### src/rtl/serial_io_pkg.sv
// serial_io_pkg: shared state encoding and counter sizing for the serial I/O chain driver.
package serial_io_pkg;
   localparam logic [1:0] ST_IDLE  = 2'd0;
   localparam logic [1:0] ST_LOAD  = 2'd1;
   localparam logic [1:0] ST_SHIFT = 2'd2;
   localparam logic [1:0] ST_LATCH = 2'd3;
   function automatic int cnt_w(input int n);
      return (n <= 2) ? 1 : $clog2(n);
   endfunction
endpackage

### src/rtl/serial_io_chain_tick_gen.sv
// tick_gen: modulo-N counter with synchronous clear; tick is high while the count sits at N-1.
module tick_gen
   import serial_io_pkg::*;
#(
   parameter int N = 4
) (
   input  logic clk,
   input  logic rst_n,
   input  logic clr,
   output logic tick
);
   localparam int CW = cnt_w(N);
   localparam logic [CW-1:0] LAST = CW'(N - 1);
   logic [CW-1:0] cnt;
   assign tick = cnt == LAST;
   always_ff @(posedge clk) begin
      if (!rst_n || clr) cnt <= '0;
      else cnt <= tick ? '0 : cnt + CW'(1);
   end
endmodule

### src/rtl/serial_io_chain.sv
// serial_io_chain: frame driver for chained 74HC595 outputs and 74HC165 inputs on a shared serial clock.
module serial_io_chain
   import serial_io_pkg::*;
#(
   parameter int WIDTH     = 16,
   parameter int CLK_DIV   = 1024,
   parameter int REFRESH   = 1048576,
   parameter bit MSB_FIRST = 1'b0
) (
   input  logic             clk,
   input  logic             rst_n,
   input  logic [WIDTH-1:0] tx_data,
   input  logic             start,
   input  logic             auto_en,
   output logic             busy,
   output logic             done,
   output logic [WIDTH-1:0] rx_data,
   output logic             sclk,
   output logic             sdata,
   input  logic             sdatain,
   output logic             sdata_pl,
   output logic             slatch
);
   localparam int BW = cnt_w(WIDTH);
   localparam logic [BW-1:0] LAST_BIT = BW'(WIDTH - 1);
   logic [1:0] state;
   logic [WIDTH-1:0] tx_sr, rx_sr, tx_next;
   logic [BW-1:0] bit_cnt;
   logic pending, tick, ref_tick, auto_req, accept;
   assign auto_req = ref_tick & auto_en;
   // the done cycle still counts as busy, so nothing is accepted until the cycle after it
   assign accept = (state == ST_IDLE) && !done && (start || pending || auto_req);
   assign busy = (state != ST_IDLE) || done;
   assign tx_next = MSB_FIRST ? tx_sr << 1 : tx_sr >> 1;
   tick_gen #(.N(CLK_DIV)) u_div (.clk(clk), .rst_n(rst_n), .clr(accept), .tick(tick));
   tick_gen #(.N(REFRESH)) u_ref (.clk(clk), .rst_n(rst_n), .clr(1'b0), .tick(ref_tick));
   always_ff @(posedge clk) begin
      if (!rst_n) begin
         state    <= ST_IDLE;
         tx_sr    <= '0;
         rx_sr    <= '0;
         bit_cnt  <= '0;
         pending  <= 1'b0;
         sclk     <= 1'b0;
         sdata    <= 1'b0;
         sdata_pl <= 1'b0;
         slatch   <= 1'b0;
         done     <= 1'b0;
         rx_data  <= '0;
      end else begin
         done    <= 1'b0;
         pending <= !accept && (pending || auto_req);
         case (state)
            ST_IDLE: if (accept) begin
               tx_sr    <= tx_data;
               sdata    <= MSB_FIRST ? tx_data[WIDTH-1] : tx_data[0];
               sdata_pl <= 1'b1;
               state    <= ST_LOAD;
            end
            ST_LOAD: if (tick) begin
               sclk    <= 1'b0;
               bit_cnt <= '0;
               state   <= ST_SHIFT;
            end
            ST_SHIFT: if (tick) begin
               if (!sclk) begin
                  sclk  <= 1'b1;
                  rx_sr <= MSB_FIRST ? (rx_sr << 1) | WIDTH'(sdatain)
                                     : (rx_sr >> 1) | (WIDTH'(sdatain) << (WIDTH - 1));
               end else begin
                  sclk <= 1'b0;
                  if (bit_cnt == LAST_BIT) begin
                     sdata_pl <= 1'b0;
                     slatch   <= 1'b1;
                     state    <= ST_LATCH;
                  end else begin
                     bit_cnt <= bit_cnt + BW'(1);
                     tx_sr   <= tx_next;
                     sdata   <= MSB_FIRST ? tx_next[WIDTH-1] : tx_next[0];
                  end
               end
            end
            ST_LATCH: if (tick) begin
               slatch  <= 1'b0;
               rx_data <= rx_sr;
               done    <= 1'b1;
               state   <= ST_IDLE;
            end
            default: state <= ST_IDLE;
         endcase
      end
   end
endmodule

### config.mk
export PLATFORM = sky130hd
export DESIGN_NAME = serial_io_chain
export DESIGN_NICKNAME = d
export VERILOG_FILES = /design/src/rtl/serial_io_pkg.sv /design/src/rtl/serial_io_chain_tick_gen.sv /design/src/rtl/serial_io_chain.sv
export SDC_FILE = /design/constraint.sdc
export NUM_CORES = 1
export LEC_CHECK = 0
export ABC_CLOCK_PERIOD_IN_PS = 2800
export CAP_MARGIN = 30
export CORE_UTILIZATION = 35
export CTS_CLUSTER_DIAMETER = 30
export DETAILED_ROUTE_END_ITERATION = 10
export SETUP_SLACK_MARGIN = 0.3
export SKIP_LAST_GASP = 1
export SYNTH_ARGS = -nofsm -noshare
export SYNTH_HDL_FRONTEND = slang
export SYNTH_SLANG_ARGS = --single-unit
### constraint.sdc
create_clock -name clk -period 2.8 [get_ports clk]
set_input_delay 0.42 -clock clk [delete_from_list [all_inputs] [get_ports clk]]
set_output_delay 0.42 -clock clk [all_outputs]
set_load 0.1 [all_outputs]
==> impl.org <==
** Run status
- The flow ran to the end, and the final reports show no timing, DRC or antenna violations.

** STA
- Max transition margin :: 0.500
- At the pin with the least slew margin, the transition time is 0.749 ns.
- RSZ-0062 raised after global routing :: false
- Final setup vio count :: 0
- The number of hold-slack violations in the final timing report came to 0.
- Minimum clock period :: 2.17 ns
- In the finished design, the share of the clock period the worst path needs comes to 0.775.
- In the final timing run, aggregate negative setup slack is 0 ns.
- Setup skew after layout :: 0.0144 ns
- Static timing analysis puts the maximum clock frequency at 0.461 GHz.
- The count of pins over their slew limit came to 0.

** Global route
- Vias in the first global route :: 2721
- Overall Global Routing Usage :: 0.145
- Antenna violations before repair :: 0
- Overflow left after global routing :: 0
- Largest net degree at the start of global routing :: 41
- The first global-routing pass estimated 13000 µm of wire.

** Placement
- Post-DP HPWL :: 5100 µm
- Number of input and output port buffers inserted :: 42
- Final estimated routing congestion in global placement :: 0.713

** Worst setup path
- The number of cells on the worst reg-to-reg path is 6.
- Data required time of the critical path :: 3.05 ns
- Critical path fanouts, max :: 16
- Crit path launch :: u_ref.cnt[0]
- STA classifies the critical path endpoint as a flip-flop.
- Worst Path Class, Setup :: flip-flop to flip-flop
- Worst R2R Setup Slack :: 0.63 ns
- In this run the critical register-to-register path is captured at tx_sr[14].
- Following the worst setup path forward leads to its endpoint at tx_sr[14].
- Nature of the critical path startpoint :: flip-flop
- Source of the worst register-to-register timing path :: u_ref.cnt[0]
- STA puts the critical path data arrival time at 2.42 ns.

** Finish
- The library cell used most frequently in the layout, excluding fill and tap cells, is sky130_fd_sc_hd__dfxtp_1.
- At the end of the flow the core is filled with cells to 0.432.
- Area growth from synthesis to layout :: 18.3%
- 0 antenna diodes ended up in the layout.
- In the final layout, the share of cells above drive strength 1 is 0.122.
- The sequential cells in the finished layout cover a total of 1780 µm².
- Fill cell count :: 1045
- Most frequent cells in the layout :: sky130_fd_sc_hd__dfxtp_1 (89), sky130_fd_sc_hd__nor2_1 (71), sky130_fd_sc_hd__nand2_1 (37)
- The multi-input combinational cells in the finished layout cover a total of 1800 µm².
- Final nets :: 490

** Floorplan
- The die covers 11300 µm².
- Core Box Area :: 10400 µm²
- The initialized floorplan defines 37 standard-cell rows.
- Initial Util :: 0.365
- DIE WIDTH :: 106 µm
- Ports placed on the boundary :: 43
- Vertical die dimension :: 106 µm

** CTS
- CTS tree :: yes
- Buffer depth of the longest clock path :: 2
- Register clock-pin slew on the reported worst setup and hold paths :: 0.10 ns
- Number of clock sinks :: 89
- In this run the number of H-tree levels came out at 3.
- Buffers inserted during clock tree synthesis total 9.
- For this design, the CTS-stage hold fixing added 0 buffers.
- The cell sitting at the root of the clock tree is a sky130_fd_sc_hd__clkbuf_8.
- The clock reaches the later pin of the worst-skew pair after 0.36 ns.
- Postcts setup bufs :: 0
- After clock tree synthesis, the repair step resized 0 gates.

** Logic synthesis
- Net count after synthesis :: 457
- Sequential element share of the synthesized area :: 0.469
- Dominant synthesized flop cell :: sky130_fd_sc_hd__dfxtp_1
- In this run the cell area of the synthesized design comes to 3800 µm².
- Syn Inst Count :: 428
- Synthesis-stage register bit count :: 89
- In this run the mean area of a mapped cell was 8.88 µm².
- For this run, asynchronously set or reset flops after synthesis account for 0.
- In this run, synthesis inferred 0 flip-flops with an integrated enable.
- Distinct cells, synth :: 44
- For this run, the number of Yosys warnings is 0.

** Drt
- After detailed routing, the average wire length per cell comes to 12.9 µm.
- The detailed router finished its first iteration with 178 violations.
- After detailed routing, the number of remaining DRC violations is 0.
- After detailed routing, the number of vias per cell comes to 4.92.
- Before antenna repair, the detailed router went through 4 iterations.
- Once detail routing completed, the nets flagged for antenna violations numbered 0.
- The detailed router placed 2963 vias in this run.
- Wires add up to 7770 µm.

** Hold path
- Worst Hold Class :: flip-flop to flip-flop

** Pwr
- Worst-case vdd ir drop :: 376 µV
- Summed over all cells, the static leakage comes to 0.00166 µW.
- Dividing total power by cell area gives a power density of 769 nW/µm².

** Run
- Max-cap violations in this run came to 0.
cells by family after synthesis:
group                    after synthesis  synth area share
AND/OR/NAND/NOR                      171             0.209
flip-flops                            89             0.469
AO/OA/AOI/OAI                         66             0.126
buffers and inverters                 48            0.0576
XOR/XNOR                              28            0.0646
multiplexers                          18            0.0474
adder cells (fa/ha/maj)                8            0.0264
report_power, final:
group	switching [µW]	internal (µW)
combinational	599	325
sequential	66.6	1390
clock	478	601
layer usage:
metal  global-route usage  routed length [µm]
met1                0.191                3940
met2                0.224                3380
met3               0.0405                 341
met4               0.0536                  99
met5                    0                   0
Yosys cell counts (3+ instances only):
master	n	share of area
sky130_fd_sc_hd__dfxtp_1	89	0.47
sky130_fd_sc_hd__nor2_1	71	0.070
sky130_fd_sc_hd__nand2_1	37	0.037
sky130_fd_sc_hd__nand3_1	33	0.043
sky130_fd_sc_hd__inv_1	21	0.021
sky130_fd_sc_hd__a21oi_1	19	0.025
sky130_fd_sc_hd__xor2_1	19	0.044
sky130_fd_sc_hd__mux2i_1	18	0.047
sky130_fd_sc_hd__a31oi_1	17	0.028
sky130_fd_sc_hd__clkbuf_1	17	0.017
sky130_fd_sc_hd__o221a_1	9	0.027
sky130_fd_sc_hd__xnor2_1	9	0.021
sky130_fd_sc_hd__ha_1	8	0.026
sky130_fd_sc_hd__nand4_1	6	0.0099
sky130_fd_sc_hd__o221a_2	6	0.018
sky130_fd_sc_hd__and3_1	5	0.0082
sky130_fd_sc_hd__nor3_1	5	0.0066
sky130_fd_sc_hd__o21ai_0	5	0.0066
sky130_fd_sc_hd__and4_1	3	0.0069
sky130_fd_sc_hd__buf_2	3	0.0040
critical path, cell delays in order, from the launching register on:
cell and delay [ns]:
sky130_fd_sc_hd__dfxtp_1 0.38, sky130_fd_sc_hd__ha_1 0.21, sky130_fd_sc_hd__nand3_1 0.24, sky130_fd_sc_hd__and4bb_4 0.44, sky130_fd_sc_hd__a41o_2 0.26, sky130_fd_sc_hd__o21ai_2 0.22, sky130_fd_sc_hd__o221a_1 0.31
sequential cells by signal, indices dropped and copies added (netlist names), 2 cells and up:
signal	count
u_div.cnt	10
u_ref.cnt	20
rx_data	16
rx_sr	16
state	2
bit_cnt	4
tx_sr	16
stage by stage:
stage,cells,worst slack [ns],total power (µW),hold slack (ns),cell area [µm²]
2_1_floorplan,428,0.451,2290,0.426,3800
3_3_place_gp,586,0.656,2400,0.444,4250
3_5_place_dp,586,0.660,2410,0.448,4250
4_1_cts,602,0.623,3500,0.468,4500
5_1_grt,602,0.431,3650,0.488,4500
6_report,602,0.630,3450,0.465,4500
layout make-up:
type / instances / area share
flip-flops and latches: 89 / 0.396
clock inverters: 7 / 0.0276
repair buffers: 48 / 0.0913
clock buffers: 9 / 0.0276
inverters: 22 / 0.0184
multi-input cells: 291 / 0.401
well taps: 136 / 0.0379
worst min path at each step:
stage / slack (ns) / startpoint / cells past startpoint / to
after floorplan: 0.43 / u_ref.cnt[0] / 1 / u_ref.cnt[0]
after global placement: 0.44 / u_ref.cnt[0] / 1 / u_ref.cnt[0]
after detailed placement: 0.45 / u_ref.cnt[0] / 1 / u_ref.cnt[0]
after CTS: 0.47 / rx_data[15] / 2 / rx_data[15]
after global routing: 0.49 / rx_data[4] / 2 / rx_data[4]
final: 0.47 / rx_data[9] / 2 / rx_data[9]
(Power assumes the default switching activity.)
